$ cat src/rtl/count_bcd_display.sv
// Binary-to-BCD converter (double dabble) feeding a two-digit multiplexed 7-segment display.
// Optional macro LEADING_ZERO_BLANK_EN blanks the tens digit while it is zero.
module count_bcd_display #(
  parameter int unsigned SCAN_DIV = 4
) (
  input  logic       clk,
  input  logic       rst,
  input  logic [6:0] count_in,
  output logic [3:0] bcd_tens,
  output logic [3:0] bcd_ones,
  output logic       bcd_valid,
  output logic [6:0] seg,
  output logic [1:0] an
);

  localparam int unsigned BIN_W  = 7;
  localparam int unsigned SR_W   = 15;
  localparam int unsigned ITER_W = 3;
  localparam int unsigned SCAN_W = 8;

  localparam logic [ITER_W-1:0] LAST_ITER = ITER_W'(BIN_W - 1);
  localparam logic [SCAN_W-1:0] SCAN_LAST = SCAN_W'(SCAN_DIV - 1);
  localparam logic [BIN_W-1:0]  MAX_VAL   = 7'd99;

  typedef enum logic [1:0] {
    IDLE  = 2'd0,
    SHIFT = 2'd1,
    DONE  = 2'd2
  } state_t;

  state_t            state, state_nx;
  logic [SR_W-1:0]   sr, sr_nx;
  logic [ITER_W-1:0] iter, iter_nx;
  logic              load_c;
  logic [BIN_W-1:0]  cap_c;
  logic [SCAN_W-1:0] scan, scan_nx;
  logic [1:0]        an_nx;
  logic [6:0]        seg_nx;
  logic [3:0]        digit_c;
  logic              blank_c;

  // Shift register layout: {tens[14:11], ones[10:7], binary[6:0]}
  function automatic logic [SR_W-1:0] dabble(input logic [SR_W-1:0] v);
    logic [SR_W-1:0] t;
    t = v;
    if (t[14:11] >= 4'd5) t[14:11] = t[14:11] + 4'd3;
    if (t[10:7]  >= 4'd5) t[10:7]  = t[10:7]  + 4'd3;
    return {t[SR_W-2:0], 1'b0};
  endfunction

  function automatic logic [6:0] seg_enc(input logic [3:0] d);
    logic [6:0] s;
    case (d)
      4'd0:    s = 7'h3F;
      4'd1:    s = 7'h06;
      4'd2:    s = 7'h5B;
      4'd3:    s = 7'h4F;
      4'd4:    s = 7'h66;
      4'd5:    s = 7'h6D;
      4'd6:    s = 7'h7D;
      4'd7:    s = 7'h07;
      4'd8:    s = 7'h7F;
      4'd9:    s = 7'h6F;
      default: s = 7'h00;
    endcase
    return s;
  endfunction

  assign cap_c = (count_in > MAX_VAL) ? MAX_VAL : count_in;

  // Conversion FSM: capture, seven dabble steps, load
  always_comb begin
    state_nx = state;
    sr_nx    = sr;
    iter_nx  = iter;
    load_c   = 1'b0;
    case (state)
      IDLE: begin
        sr_nx    = {8'd0, cap_c};
        iter_nx  = '0;
        state_nx = SHIFT;
      end
      SHIFT: begin
        sr_nx   = dabble(sr);
        iter_nx = iter + ITER_W'(1);
        if (iter == LAST_ITER) state_nx = DONE;
      end
      DONE: begin
        load_c   = 1'b1;
        state_nx = IDLE;
      end
      default: state_nx = IDLE;
    endcase
  end

`ifdef LEADING_ZERO_BLANK_EN
  assign blank_c = an_nx[1] && (bcd_tens == 4'd0);
`else
  assign blank_c = 1'b0;
`endif

  // Display scan: seg always encodes the digit the upcoming an value selects
  always_comb begin
    scan_nx = scan + SCAN_W'(1);
    an_nx   = an;
    seg_nx  = seg;
    digit_c = an[0] ? bcd_tens : bcd_ones;
    if (scan == SCAN_LAST) begin
      scan_nx = '0;
      an_nx   = {an[0], an[1]};
      seg_nx  = blank_c ? 7'h00 : seg_enc(digit_c);
    end
  end

  always_ff @(posedge clk) begin
    if (!rst) begin
      state     <= IDLE;
      sr        <= '0;
      iter      <= '0;
      bcd_tens  <= 4'd0;
      bcd_ones  <= 4'd0;
      bcd_valid <= 1'b0;
      scan      <= '0;
      an        <= 2'b01;
      seg       <= 7'h3F;
    end else begin
      state     <= state_nx;
      sr        <= sr_nx;
      iter      <= iter_nx;
      bcd_valid <= load_c;
      if (load_c) begin
        bcd_tens <= sr[14:11];
        bcd_ones <= sr[10:7];
      end
      scan <= scan_nx;
      an   <= an_nx;
      seg  <= seg_nx;
    end
  end

endmodule

$ cat config.mk
export PLATFORM = sky130hd
export DESIGN_NAME = count_bcd_display
export DESIGN_NICKNAME = d
export VERILOG_FILES = /design/src/rtl/count_bcd_display.sv
export SDC_FILE = /design/constraint.sdc
export NUM_CORES = 1
export LEC_CHECK = 0
export CORE_MARGIN = 10
export CORE_UTILIZATION = 45
export CTS_CLUSTER_DIAMETER = 150
export DETAILED_ROUTE_END_ITERATION = 12
export PLACE_DENSITY = 0.67
export RECOVER_POWER = 100
export SLEW_MARGIN = 40
export SYNTH_ARGS = -nofsm -noshare
export SYNTH_HDL_FRONTEND = slang
export SYNTH_SLANG_ARGS = --single-unit
export TNS_END_PERCENT = 5
$ cat constraint.sdc
create_clock -name clk -period 5.1 [get_ports clk]
set_input_delay 1.53 -clock clk [delete_from_list [all_inputs] [get_ports clk]]
set_output_delay 1.53 -clock clk [all_outputs]
set_load 0.02 [all_outputs]
==> results of run 1 <==
## power groups by stage
stage	Sequential (W)	Clock, W	Combinational [W]
floorplan	0.000384	0	0.0000357
global placement	0.000386	0	0.0000486
detailed placement	0.000387	0	0.0000495
CTS	0.000378	0.000238	0.0000496
global route	0.000380	0.000254	0.0000529
finish	0.000378	0.000231	0.0000474
## path summary, 6_finish.rpt
check	from	end	cells past startpoint
worst max-delay path	rst	seg[1]$_SDFFE_PN1P_	4
worst min register to register	scan[0]$_SDFF_PP0_	scan[0]$_SDFF_PP0_	1
worst max register to register	an[0]$_SDFFE_PN1P_	seg[6]$_SDFFE_PN0P_	6
worst min-delay path	scan[0]$_SDFF_PP0_	scan[0]$_SDFF_PP0_	1
## state kept, by name, indices dropped and copies added (netlist names)
| name | count |
|---|---|
| an | 2 |
| bcd_ones | 4 |
| bcd_tens | 4 |
| bcd_valid | 1 |
| iter | 3 |
| scan | 8 |
| seg | 7 |
| sr | 15 |
| state | 2 |
## critical path, cell delays in order
cell and delay [ns]:
dlygate4sd3_1 0.53, clkbuf_1 1.06, nand2_1 0.58, o22a_1 0.37
## synth_stat cells, drive strengths merged (2+ instances only)
master and instances:
o31ai 3, nand2b 5, inv 8, o22a 2
xnor2 5, mux2i 6, buf 7, o21ai 16
and2 9, dfxtp 46, nor2 15, nand3 12
a2bb2oi 3, a21boi 12, mux2 5, and3 5
nor2b 7, xor2 4, a222oi 3, ha 13
a22oi 2, nor3b 4, a21oi 5, nand2 32
clkbuf 6
## area by class of cell
cell class / instances / area share [%]
clock inverter: 3 / 0.9643
clock buffer: 5 / 2.652
sequential: 46 / 35.49
multi-input combinational: 176 / 46.05
timing repair buffer: 28 / 10.46
inverter: 8 / 1.157
tap: 67 / 3.230
## per-layer routing
layer  global-route usage [%]  vias to the layer above  wire [µm]
met2                    17.74                       33       1883
met5                        0                        -          0
li1                         -                      882          -
met3                    3.824                        7        201
met4                    2.785                        0         56
met1                    12.13                      784       2168
## cells by family (layout without fill, tap and decap cells)
logic type	after synthesis	count (layout)	synth area share [%]
xor gates and xnor gates	9	9	3.543
adders and majority gates	13	13	7.312
buffers and inverters	21	44	4.331
and+or+nand+nor	92	92	21.09
DFF	46	46	41.39
muxes	11	11	5.568
AOI/OAI and AO/OA	51	51	16.76
## per-stage QoR
stage / setup WS (ns) / total power, W / utilization [%] / area (µm²) / hold slack (ns)
final: 1.209 / 0.0006564 / 54.58 / 2595 / 0.4741
after global routing: 0.9881 / 0.0006873 / 54.58 / 2595 / 0.5212
after CTS: 1.870 / 0.0006665 / 54.92 / 2611 / 0.4823
after detailed placement: 2.008 / 0.0004362 / 52.95 / 2517 / 0.4584
after global placement: 2.035 / 0.0004351 / 52.95 / 2517 / 0.4512
after floorplan: 2.840 / 0.0004195 / - / 2225 / 0.4258
==> results.ini, run 1 <==
[routing]
finalWirelength_mm = 4.309
dr.pass1.iters = 4
drtIter0Drc = 73
routedWlPerCell_um = 12.94
via_per_inst = 5.123
route.detailed.drc = 0
postRouteAntennaNets = 0
vias = 1706

[sta]
fin_skew_ns = 0.008542
worst_pin_slew_ns = 1.465
setup_viol_count_final = 0
max_slew_margin_pct = 2.316
fin_setup_tns_ns = 0
fmax_mhz = 257.0
slew_viol_final = 0
hold_viol = 0
fin_crit_ns = 3.891
fin_crit_sh_pct = 76.29
rsz0062_at_grt = false

[placement]
io_buffer_count = 26
hpwl_mm = 3.090
place_congestion = 0.8501
dp_cells = 325

[setup_path]
cp.required_ns = 5.31
crit_path_start_kind = primary input
arrival_ns = 4.10
critPathCaptureType = flip-flop
crit_type = primary input to flip-flop
cp_max_fo = 39
rrSetupSlack_ns = 3.01

[final_layout]
finalNetCount = 287
final_cell_mix = 46 x dfxtp_1, 32 x nand2_1, 19 x dlygate4sd3_1
seq_area_um2 = 920.9
antennaDiodeCount = 0
stdcell_count = 333
fillers = 448
final_common_cell = dfxtp_1
drive_gt1_share_pct = 7.895
multi_input_comb_area_um2 = 1195
area_growth_pct = 16.65

[clock_tree]
cts-resized-gates = 0
insertion_delay_ns = 0.30
numClockSinks = 46
holdBufCountCts = 0
path_clk_slew_ns = 0.10
h-tree-depth = 2
cts-buffers-inserted = 5
clk_path_buf_depth = 2
cts_root_buf = clkbuf_8
cts_tree = built
postCtsSetupBuffers = 0

[pwr]
p_clk_share_pct = 35.2
ir_drop_mv = 0.1712
power_switching_w = 0.0001650
p_int_w = 0.0004914
p_sw_share_pct = 25.14
p_leak_nw = 1.000
pwr-share-comb_pct = 7.2
seqPwrFrac_pct = 57.6
power.density_nw_per_um2 = 253.0

[synthesis]
synth_ff_type = dfxtp_1
yosys.area.top_type_share_pct = 41.39
synth_area_um2 = 2225
syn_area_per_cell_um2 = 9.155
async_reset_ff_share_pct = 0
synth-edff-count = 0
synth_cell_types = 41
synth_cells = 243
synth_warnings = 0
yosysSeqAreaShare_pct = 41.39
synth_top_area_cell = dfxtp_1
synth_nets = 265
ys_seq_elements = 46
yosys-top-cells-area = dfxtp_1 41%, ha_1 7.3%, nand2_1 5.4%, a21boi_0 4.0%, o21ai_0 3.4%

[min_path]
hold_path.class = flip-flop to flip-flop

[floorplan]
io_pins = 27
start_util_pct = 46.79
row_count = 25
die_h_um = 90.31
die_area_um2 = 8156
dieWidth_um = 90.31
core_um2 = 4755

[global_route]
grt.total_usage_pct = 10.47
grt_max_degree = 40
antenna_found_initial = 0
overflow = 0
grt_pass1_wl_mm = 7.314
grt_pass1_vias = 1637

[run]
cap_violations = 0

[status]
status = finished clean

Power figures use the tool's default switching activity.
==> inputs of run 2 (changes only) <==
PLACE_DENSITY = 0.69   (was 0.67)
clock period = 3.2 ns   (was 5.1 ns; I/O delays follow)
==> results.ini, run 2 (synthesis gave the netlist of run 1 again) <==
[sta]
fin_skew_ns = 0.01042  ; was 0.008542 ns
fmax_mhz = 404.0
slew_viol_final = 0  ; unchanged
max_slew_margin_pct = 61.26  ; was 2.316%
setup_viol_count_final = 0  ; unchanged
worst_pin_slew_ns = 0.5799  ; was 1.465 ns
fin_setup_tns_ns = 0  ; unchanged
fin_crit_ns = 2.475
fin_worst_hold_slack_ns = 0.4741  ; about the same
rsz0062_at_grt = false  ; unchanged
hold_viol = 0  ; unchanged
fin_crit_sh_pct = 77.35

[clock_tree]
cts_root_buf = clkbuf_8  ; unchanged
cts_tree = built  ; unchanged
h-tree-depth = 2  ; unchanged
clk_path_buf_depth = 2  ; unchanged
postCtsSetupBuffers = 0  ; unchanged
cts-buffers-inserted = 5  ; unchanged
cts-resized-gates = 0  ; unchanged
numClockSinks = 46  ; unchanged
insertion_delay_ns = 0.30  ; about the same
holdBufCountCts = 0  ; unchanged
path_clk_slew_ns = 0.09  ; was 0.10 ns

[setup_path]
startpoint = an[0]$_SDFFE_PN1P_  ; was rst
arrival_ns = 1.52  ; was 4.10 ns
cpPeakStageDelay_ns = 0.70  ; was 1.06 ns
path_depth = 2  ; was 4
r2r_cells = 7  ; was 6
crit_path_start_kind = flip-flop  ; was primary input
critPathCaptureType = output port  ; was flip-flop
slowest_stage = dlygate4sd3_1  ; was clkbuf_1
reg2reg_from = an[0]$_SDFFE_PN1P_  ; unchanged
crit_buf_inv = 2  ; unchanged
crit_type = flip-flop to output port  ; was primary input to flip-flop
crit_chain = buf_4, dlygate4sd3_1  ; was dlygate4sd3_1, clkbuf_1, nand2_1, o22a_1
cp_max_fo = 11  ; was 39
critPathTopFamily = buffers and inverters  ; unchanged
cp.required_ns = 2.24  ; was 5.31 ns

[min_path]
min_from = scan[0]$_SDFF_PP0_  ; unchanged
hold_path.class = flip-flop to flip-flop  ; unchanged
whs_path_depth = 1  ; unchanged

[routing]
vias = 1750  ; was 1,706
route.detailed.drc = 0  ; unchanged
postRouteAntennaNets = 0  ; unchanged
finalWirelength_mm = 4.359  ; was 4.309 mm
dr.pass1.iters = 4  ; unchanged
drtIter0Drc = 62  ; was 73
via_per_inst = 5.240  ; was 5.123
routedWlPerCell_um = 13.05  ; was 12.94 µm

[final_layout]
final_cell_mix = 46 x dfxtp_1, 32 x nand2_1, 19 x dlygate4sd3_1  ; unchanged
final_common_cell = dfxtp_1  ; unchanged
reg_top3 = sr: 15 flops, scan: 8 flops, seg: 7 flops  ; unchanged
largest_reg_flops = 15  ; unchanged
finalNetCount = 288  ; was 287
largest-register = sr  ; unchanged
antennaDiodeCount = 0  ; unchanged
drive_gt1_share_pct = 8.614  ; was 7.895%
area_growth_pct = 17.27  ; was 16.65%

[placement]
io_buffer_count = 26  ; unchanged
place_congestion = 0.8050  ; was 0.8501
hpwl_mm = 3.254  ; was 3.090 mm

[pwr]
p_leak_nw = 1.007  ; was 1.000 nW
power.density_nw_per_um2 = 395.3  ; was 253.0 nW/µm²
ir_drop_mv = 0.2720  ; was 0.1712 mV

[floorplan]
die_h_um = 90.31  ; unchanged
io_pins = 27  ; unchanged
dieWidth_um = 90.31  ; unchanged
row_count = 25  ; unchanged
die_area_um2 = 8156  ; unchanged
core_um2 = 4755  ; unchanged
start_util_pct = 46.79  ; unchanged

[global_route]
overflow = 0  ; unchanged
grt_pass1_vias = 1726  ; was 1,637
antenna_found_initial = 0  ; unchanged
grt_pass1_wl_mm = 7.514  ; was 7.314 mm
grt_max_degree = 34  ; was 40
grt.total_usage_pct = 10.82  ; was 10.47%

[run]
cap_violations = 0  ; unchanged

[status]
status = finished clean  ; unchanged

run 2: cell type report:
class	count	area, µm²
flip-flops and latches	46	920.9
multi-input cells	176	1201
repair buffers	29	282.8
clock buffers	5	68.82
inverters	8	30.03
clock inverters	3	21.27
fillers	467	2146
well taps	67	83.83
run 2: power breakdown:
group	switching (W)	internal (W)	leakage, nW
combinational	0.0000412	0.0000398	0.589
clock	0.000197	0.000153	0.0441
sequential	0.0000129	0.000587	0.374
run 2: layer usage:
| layer | track usage [%] | share of wire, % | vias up |
|---|---|---|---|
| li1 | - | - | 886 |
| met1 | 11.89 | 47 | 826 |
| met2 | 18.22 | 47 | 32 |
| met3 | 3.491 | 4.8 | 6 |
| met4 | 5.570 | 1.3 | 0 |
| met5 | 0 | 0 | - |
run 2: worst paths after layout:
path | endpoint | slack (ns)
setup reg to reg | seg[6]$_SDFFE_PN0P_ | 1.25
hold reg to reg | scan[0]$_SDFF_PP0_ | 0.47
hold / removal | scan[0]$_SDFF_PP0_ | 0.47
setup / recovery | an[0] | 0.72
run 2: stage by stage:
step | cells | setup slack [ns] | total power, W | util, % | cell area [µm²]
final | 334 | 0.7247 | 0.001031 | 54.87 | 2609
after global routing | 334 | 0.6621 | 0.001081 | 54.87 | 2609
after detailed placement | 326 | 0.8354 | 0.0006960 | 53.11 | 2525
after global placement | 326 | 0.8720 | 0.0006943 | 53.11 | 2525
after floorplan | 243 | 1.412 | 0.0006685 | - | 2225
after CTS | 334 | 0.7701 | 0.001049 | 55.00 | 2615
